[src/rtl/mini_alu_16bit_mul_acc.sv]
// ---------------------------------------------------------------------------
// mini_alu_16bit_mul_acc
//   Multiply-accumulate back end for the 16-bit multiplier. It sums a burst of
//   BURST_LEN unsigned 32-bit products into an ACC_W-bit accumulator, tracks a
//   sticky overflow for the burst, and presents the result to the next ALU
//   stage on a valid/ready handshake.
//
//   Build option:
//     MINI_ALU_MUL_ACC_SATURATE_EN  defined   -> accumulator clamps to all-ones
//                                                 on carry-out
//                                   undefined -> accumulator wraps modulo 2^ACC_W
//
//   Ports:
//     clk        in   rising-edge clock
//     rst_n      in   asynchronous active-low reset
//     in_valid   in   product beat valid
//     product    in   [31:0] unsigned product from the multiplier
//     mul_ovf    in   multiplier overflow for this beat
//     in_ready   out  beat can be accepted (IDLE/ACCUM)
//     clear      in   synchronous abort, discards the burst
//     acc_out    out  [ACC_W-1:0] accumulated sum (registered)
//     acc_valid  out  acc_out is valid (DONE)
//     acc_ovf    out  sticky overflow for the burst
//     out_ready  in   consumer accepts acc_out
//     beat_cnt   out  [CNT_W-1:0] beats accepted in the current burst
// ---------------------------------------------------------------------------
module mini_alu_16bit_mul_acc #(
    parameter int unsigned BURST_LEN = 4,
    parameter int unsigned ACC_W     = 32,
    parameter int unsigned CNT_W     = 8
) (
    input  logic             clk,
    input  logic             rst_n,
    input  logic             in_valid,
    input  logic [31:0]      product,
    input  logic             mul_ovf,
    output logic             in_ready,
    input  logic             clear,
    output logic [ACC_W-1:0] acc_out,
    output logic             acc_valid,
    output logic             acc_ovf,
    input  logic             out_ready,
    output logic [CNT_W-1:0] beat_cnt
);

    typedef enum logic [1:0] {
        IDLE  = 2'd0,
        ACCUM = 2'd1,
        DONE  = 2'd2
    } state_e;

    localparam logic [CNT_W-1:0] LAST_CNT = CNT_W'(BURST_LEN);

    state_e           state_q;
    logic [ACC_W-1:0] acc_q;
    logic             ovf_q;
    logic             vld_q;
    logic [CNT_W-1:0] cnt_q;

    logic             accept;
    logic [ACC_W:0]   sum_d;
    logic             carry_d;
    logic [ACC_W-1:0] acc_add_d;
    logic [CNT_W-1:0] cnt_inc_d;

    // Decoded from registered state only: no combinational path from in_valid.
    assign in_ready = (state_q != DONE);
    assign accept   = in_valid & in_ready;

    // One extra bit captures the carry-out used for overflow detection.
    assign sum_d     = {1'b0, acc_q} + (ACC_W+1)'(product);
    assign carry_d   = sum_d[ACC_W];
    assign cnt_inc_d = cnt_q + CNT_W'(1);

`ifdef MINI_ALU_MUL_ACC_SATURATE_EN
    // Once clamped, any later non-zero product carries again, so the value
    // stays at all-ones for the rest of the burst without extra state.
    assign acc_add_d = carry_d ? {ACC_W{1'b1}} : sum_d[ACC_W-1:0];
`else
    assign acc_add_d = sum_d[ACC_W-1:0];
`endif

    always_ff @(posedge clk or negedge rst_n) begin
        if (!rst_n) begin
            state_q <= IDLE;
            acc_q   <= '0;
            ovf_q   <= 1'b0;
            vld_q   <= 1'b0;
            cnt_q   <= '0;
        end else if (clear) begin
            // Abort wins over everything, including a beat or a handshake
            // presented in the same cycle.
            state_q <= IDLE;
            acc_q   <= '0;
            ovf_q   <= 1'b0;
            vld_q   <= 1'b0;
            cnt_q   <= '0;
        end else begin
            case (state_q)
                IDLE: begin
                    if (accept) begin
                        acc_q <= ACC_W'(product);
                        ovf_q <= mul_ovf;
                        cnt_q <= CNT_W'(1);
                        if (BURST_LEN == 1) begin
                            state_q <= DONE;
                            vld_q   <= 1'b1;
                        end else begin
                            state_q <= ACCUM;
                        end
                    end
                end
                ACCUM: begin
                    if (accept) begin
                        acc_q <= acc_add_d;
                        ovf_q <= ovf_q | mul_ovf | carry_d;
                        cnt_q <= cnt_inc_d;
                        if (cnt_inc_d == LAST_CNT) begin
                            state_q <= DONE;
                            vld_q   <= 1'b1;
                        end
                    end
                end
                DONE: begin
                    // Result frozen until the consumer takes it; returning to
                    // IDLE wipes the burst state for the next one.
                    if (out_ready) begin
                        state_q <= IDLE;
                        acc_q   <= '0;
                        ovf_q   <= 1'b0;
                        vld_q   <= 1'b0;
                        cnt_q   <= '0;
                    end
                end
                default: begin
                    state_q <= IDLE;
                    acc_q   <= '0;
                    ovf_q   <= 1'b0;
                    vld_q   <= 1'b0;
                    cnt_q   <= '0;
                end
            endcase
        end
    end

    assign acc_out   = acc_q;
    assign acc_ovf   = ovf_q;
    assign acc_valid = vld_q;
    assign beat_cnt  = cnt_q;

endmodule

[config.mk]
export PLATFORM = sky130hd
export DESIGN_NAME = mini_alu_16bit_mul_acc
export DESIGN_NICKNAME = d
export VERILOG_FILES = /design/src/rtl/mini_alu_16bit_mul_acc.sv
export SDC_FILE = /design/constraint.sdc
export NUM_CORES = 1
export LEC_CHECK = 0
export CORE_AREA = 2 2 124 126
export DETAILED_ROUTE_END_ITERATION = 7
export DIE_AREA = 0 0 126 128
export GPL_ROUTABILITY_DRIVEN = 0
export HOLD_SLACK_MARGIN = 0.05
export PLACE_DENSITY = 0.45
export SLEW_MARGIN = 20
export SYNTH_ARGS = -nofsm -noshare
export SYNTH_HDL_FRONTEND = slang
export SYNTH_SLANG_ARGS = --single-unit
[constraint.sdc]
create_clock -name clk -period 3.01 [get_ports clk]
set_input_delay 0.602 -clock clk [delete_from_list [all_inputs] [get_ports clk]]
set_output_delay 0.602 -clock clk [all_outputs]
set_load 0.01 [all_outputs]
* Word-level counts from Yosys, hierarchy flattened
Index checks and enable logic that the tools add are counted.
** Operators by class
- Add/subtract/negate cells :: 2
- Equality and inequality tests :: 9
- Mux-type cells :: 25
- Bitwise operators :: 3
- Reductions and logical operators :: 4
** Operators by type and width (number)
- two-way mux 32 bit :: 4
- case mux 32 bit (3 select lines) :: 1
- adder 32 x 32 -> 33 bit :: 1
- two-way mux 8 bit :: 4
- case mux 8 bit (3 select lines) :: 1
- != test 3 bit, second input constant :: 4
- two-way mux 2 bit :: 5
- adder 8 x 1 -> 8 bit, second input constant :: 1
- equality test 8 x 3 -> 1 bit, second input constant :: 1
- AND reduction 4 bit :: 2
- two-way mux 1 bit :: 7
- case mux 1 bit (3 select lines) :: 2
- case mux 2 bit (3 select lines) :: 1
- != test 2 bit, second input constant :: 2
- AND reduction 3 bit :: 1
- equality test 2 x 1 -> 1 bit, second input constant :: 1
- equality test 2 bit, second input constant :: 1
- zero test 2 bit :: 1
- OR 1 bit :: 2
- AND 1 bit :: 1
** Word-level totals
- Register bits after elaboration :: 44
- Bits of input ports :: 38
- Logic and storage cells :: 48

* Depth between registers and ports, before layout
- Depth in word-level cells :: 6
- Gate-level depth with buffers :: 11
- Gate-level depth less buffers :: 11

* Least setup slack after synthesis
OpenSTA, ideal clock, no wires.
- Path type :: input port to flip-flop
- Start point :: input product[0]
- End point :: register acc_q[28] (netlist: acc_out[28])
- Setup time :: 0.129 ns
- Arrival :: 2.512 ns
- Data required time :: 2.881 ns
- Path slack :: 0.369 ns
- Cell stages on the path :: 11
- Buffers on the path :: 0
- Path through :: ha_1 > inv_1 > fa_1 > nand2b_1 > a21oi_1 > o2111ai_1 > a311oi_2 > a21oi_2 > o21ai_2 > xnor2_1 > o21ai_1
** Between the ends
- Word-level cells in the longest chain between the ends :: 4
** RTL lines
- start: declaration :: RTL line 35 : input logic [31:0] product,
- adder 32 x 32 -> 33 bit :: RTL line 71 : assign sum_d = {1'b0, acc_q} + (ACC_W+1)'(product);
- two-way mux 32 bit :: RTL line 114 : if (accept) begin
- case mux 32 bit (3 select lines) :: RTL line 99 : case (state_q)
- two-way mux 32 bit :: RTL line 90 : end else if (clear) begin
- end signal: assignment :: RTL line 102 : acc_q <= ACC_W'(product);
- end: declaration :: RTL line 55 : logic [ACC_W-1:0] acc_q;
Every way passes these cells. The select of a mux whose other input is x is not followed.
A chain may end at the register's enable or synchronous reset.

* Worst setup path after layout
- Start point :: input product[1]
- End point :: register acc_q[29] (netlist: acc_out[29])
The elaborated chain is that of the path after synthesis.

==> summary.md <==
| Metric | Value |
|---|---|
| Fmax | `348 MHz` |
| Fraction of layout cells with a size suffix above 1 | `0.149` |
| Yosys warnings | `0` |
| Drt wl/cell | `16.5 µm` |
| Critical path type | `primary input to flop` |
| Pre-CTS setup slack | `-0.343 ns` |
| Worst Path Arrival | `3.11 ns` |
| Seq/Total Area, Yosys | `0.301` |
| Die area | `0.0161 mm²` |
| Placed cell count | `751` |
| 1st-iter DRT viols | `231` |
| Worst hold path type | `primary input to async pin` |
| Final nets | `642` |
| Worst path bufs/invs | `3` |
| Die height | `128 µm` |
| CTS Hold Buffers Added | `0` |
| Core area | `0.0149 mm²` |
| CTS Sinks | `44` |
| Crit share post-route | `0.955` |
| Die width | `126 µm` |
| Pwr Density | `424 mW/mm²` |
| Synth async-reset ratio | `1.00` |
| Net Sw Power | `762 µW` |
| CP endpoint kind | `flop` |
| Peak supply drop | `0.281 mV` |
| Status | `finished, final reports clean` |
| PortBufs | `80` |
| CP dominant cell by count | `buf_4` |
| Post-route ant nets | `0` |
| Vias in the first global route | `3823` |
| Clock Tree Buf Depth | `2` |
| Post-synthesis cell count | `445` |
| Top cell family by delay on the critical path | `simple AND/OR/NAND/NOR gates` |
| Setup Skew | `0.00798 ns` |
| Max incr delay on CP | `0.48 ns` |
| Total CTS buffers | `5` |
| Worst-Skew Late Latency | `0.30 ns` |
| Setup WS post-layout | `0.135 ns` |
| Overall Global Routing Usage | `0.156` |
| Clock power frac | `0.298` |
| CTS Root Cell | `clkbuf_16` |
| Initial antenna violation count | `0` |
| First-pass GRT wire length | `20200 µm` |
| Cell Area, Synth | `0.00365 mm²` |
| Worst Reg2Reg Path Length in Cells | `10` |
| Syn Nets | `517` |
| Top_reg_cell synth | `dfrtp_1` |
| Post-DP HPWL | `9850 µm` |
| TritonRoute pass-1 iters | `5` |
| Crit path required time | `3.25 ns` |
| P_int | `1460 µW` |
| Register bit count reported by yosys | `44` |
| Drt via density | `5.08` |
| Max cap viols | `0` |
| Largest area contributor in the synthesized netlist | `dfrtp_1` |
| Synth-to-Final Area Change | `43.7%` |
| Worst-path clk slew | `0.07 ns` |
| Slew margin rel. | `0.680` |
| Static Leak | `0.00229 µW` |
| Initial Util | `0.246` |
| H-tree depth | `2` |
| Max FO, Critical Path | `3` |
| Unrepaired setup endpoints after global routing | `false` |
| Tightest Pin Transition | `0.479 ns` |
| Sequential power share | `0.307` |
| Grt ovf | `0` |
| Max-slew violations | `0` |
| Drc violations | `0` |
| Synth cell types | `57` |
| Hold WS | `0.287 ns` |
| Design Area, Final | `0.00525 mm²` |
| Synth top area share | `0.301` |
| Slowest cell on crit path | `or4b_1` |
| CTS tree | `done` |
| # diodes | `0` |
| Crit-path cells | `clkdlybuf4s50_1 -> buf_4 -> ha_1 -> a211oi_2 -> o21ai_1 -> nand4_1 -> nor4bb_2 -> buf_4 -> nor2_4 -> a31oi_1 -> or4b_1 -> nand3_1` |
| Largest net degree at the start of global routing | `25` |
| Hold Vio Cnt, Final | `0` |
| EDFF count, synth | `0` |
| Top Ports | `81` |
| Via count | `3858` |
| Syn avg cell area | `8.21 µm²` |
| Num rows | `45` |
| FF-to-FF End | `acc_out[29]` |
| Gate power share | `0.396` |
| Setup TNS | `0 ns` |
| Detailed Route WL | `12500 µm` |
| Setup violations, final | `0` |
| Setup crit start kind | `primary input` |
| Critical R2R Launch | `acc_out[2]` |
| Sw frac | `0.343` |
| Flop2flop setup slack | `0.53 ns` |
| Area post-placement | `0.00506 mm²` |
| Top area cells in the synthesized netlist | `dfrtp_1 30%, ha_1 11%, o21ai_0 6.0%` |
| Post-route insts no fill | `759` |
| Tmin final | `2.88 ns` |
[cell usage after synthesis, types with 10 or more instances]
library cell / count
a21o_1: 10
a21oi_1: 40
a22oi_1: 20
clkbuf_1: 14
dfrtp_1: 44
ha_1: 33
inv_1: 12
nand2_1: 45
nand3_1: 15
nand4_1: 11
nor2_1: 33
nor3_1: 10
o21ai_0: 44
xnor2_1: 14
xor2_1: 10
[logic make-up after synthesis]
kind of cell / share of synthesized area
AO/OA/AOI/OAI: 0.293
AND/OR/NAND/NOR: 0.183
flip-flops: 0.301
buffers and inverters: 0.0373
adder cells (fa/ha/maj): 0.118
XOR/XNOR: 0.0575
multiplexers: 0.00856
[placed cells by master (no fill, tap or decap), types with 3 or more instances in the layout]
cell             netlist  layout
a211oi_1               3       3
a21o_1                10      10
a21oi_1               40      38
a21oi_2                1       3
a221oi_1               4       4
a222oi_1               4       4
a22oi_1               20      20
a31oi_1                6       6
and3_1                 3       3
buf_4                  0      59
clkbuf_16              0       5
clkdlybuf4s50_1        0      79
dfrtp_1               44      44
ha_1                  33      33
inv_1                 12      12
nand2_1               45      45
nand2b_1               5       4
nand3_1               15      15
nand4_1               11      11
nor2_1                33      31
nor2_2                 1       3
nor3_1                10      10
o21ai_0               44      43
o21ai_1                7       8
o21bai_1               6       6
or3_1                  3       3
xnor2_1               14      14
xor2_1                10      10
[metal layers]
layer | GRT usage | vias up | part of all wire
met1 | 0.203 | 1847 | 0.46
met3 | 0.0296 | 8 | 0.039
met5 | 0 | - | 0
met4 | 0.0368 | 0 | 0.011
li1 | - | 1921 | -
met2 | 0.270 | 82 | 0.49
[power groups by stage]
stage               clock network [µW]  registers (µW)  logic, µW
floorplan                            0             702        457
global placement                     0             693        873
detailed placement                   0             695        874
CTS                                686             683        879
global route                       704             691        969
finish                             662             682        879
[final cells by class]
class	count	area (µm²)
inverter	12	45.0
clock buffer	5	125
fill	1602	9610
timing repair buffer	140	1260
sequential	44	1100
clock inverter	3	42.5
multi-input combinational	367	2440
tap	188	235
[timing repair]
| action | CTS | global route |
|---|---|---|
| endpoints found under the hold margin | 0 | 0 |
| endpoints found under the setup margin | 2 | 8 |
| cloned | 0 | 0 |
| buffers inserted | 0 | 0 |
| pin swaps | 0 | 4 |
| gates resized for setup | 1 | 4 |
[worst max path at each step]
stage          depth (start not counted)           to  startpoint
5_1_grt                               12  acc_out[29]  product[1]
3_5_place_dp                          13  acc_out[28]  product[0]
3_3_place_gp                          13  acc_out[28]  product[0]
4_1_cts                               12      acc_ovf  product[0]
2_1_floorplan                         11  acc_out[28]  product[0]
6_report                              12  acc_out[29]  product[1]
[state kept, by name, indices dropped and copies added, names as in the netlist]
| register | cells |
|---|---|
| beat_cnt | 8 |
| acc_out | 32 |
| acc_valid | 1 |
| state_q | 2 |
| acc_ovf | 1 |
[through the flow]
stage	util	total power, µW
5_1_grt	0.353	2360
3_3_place_gp	0.340	1570
4_1_cts	0.352	2250
3_5_place_dp	0.340	1570
6_report	0.353	2220
2_1_floorplan	-	1160
Note: power is estimated with default switching activity, not from simulation.
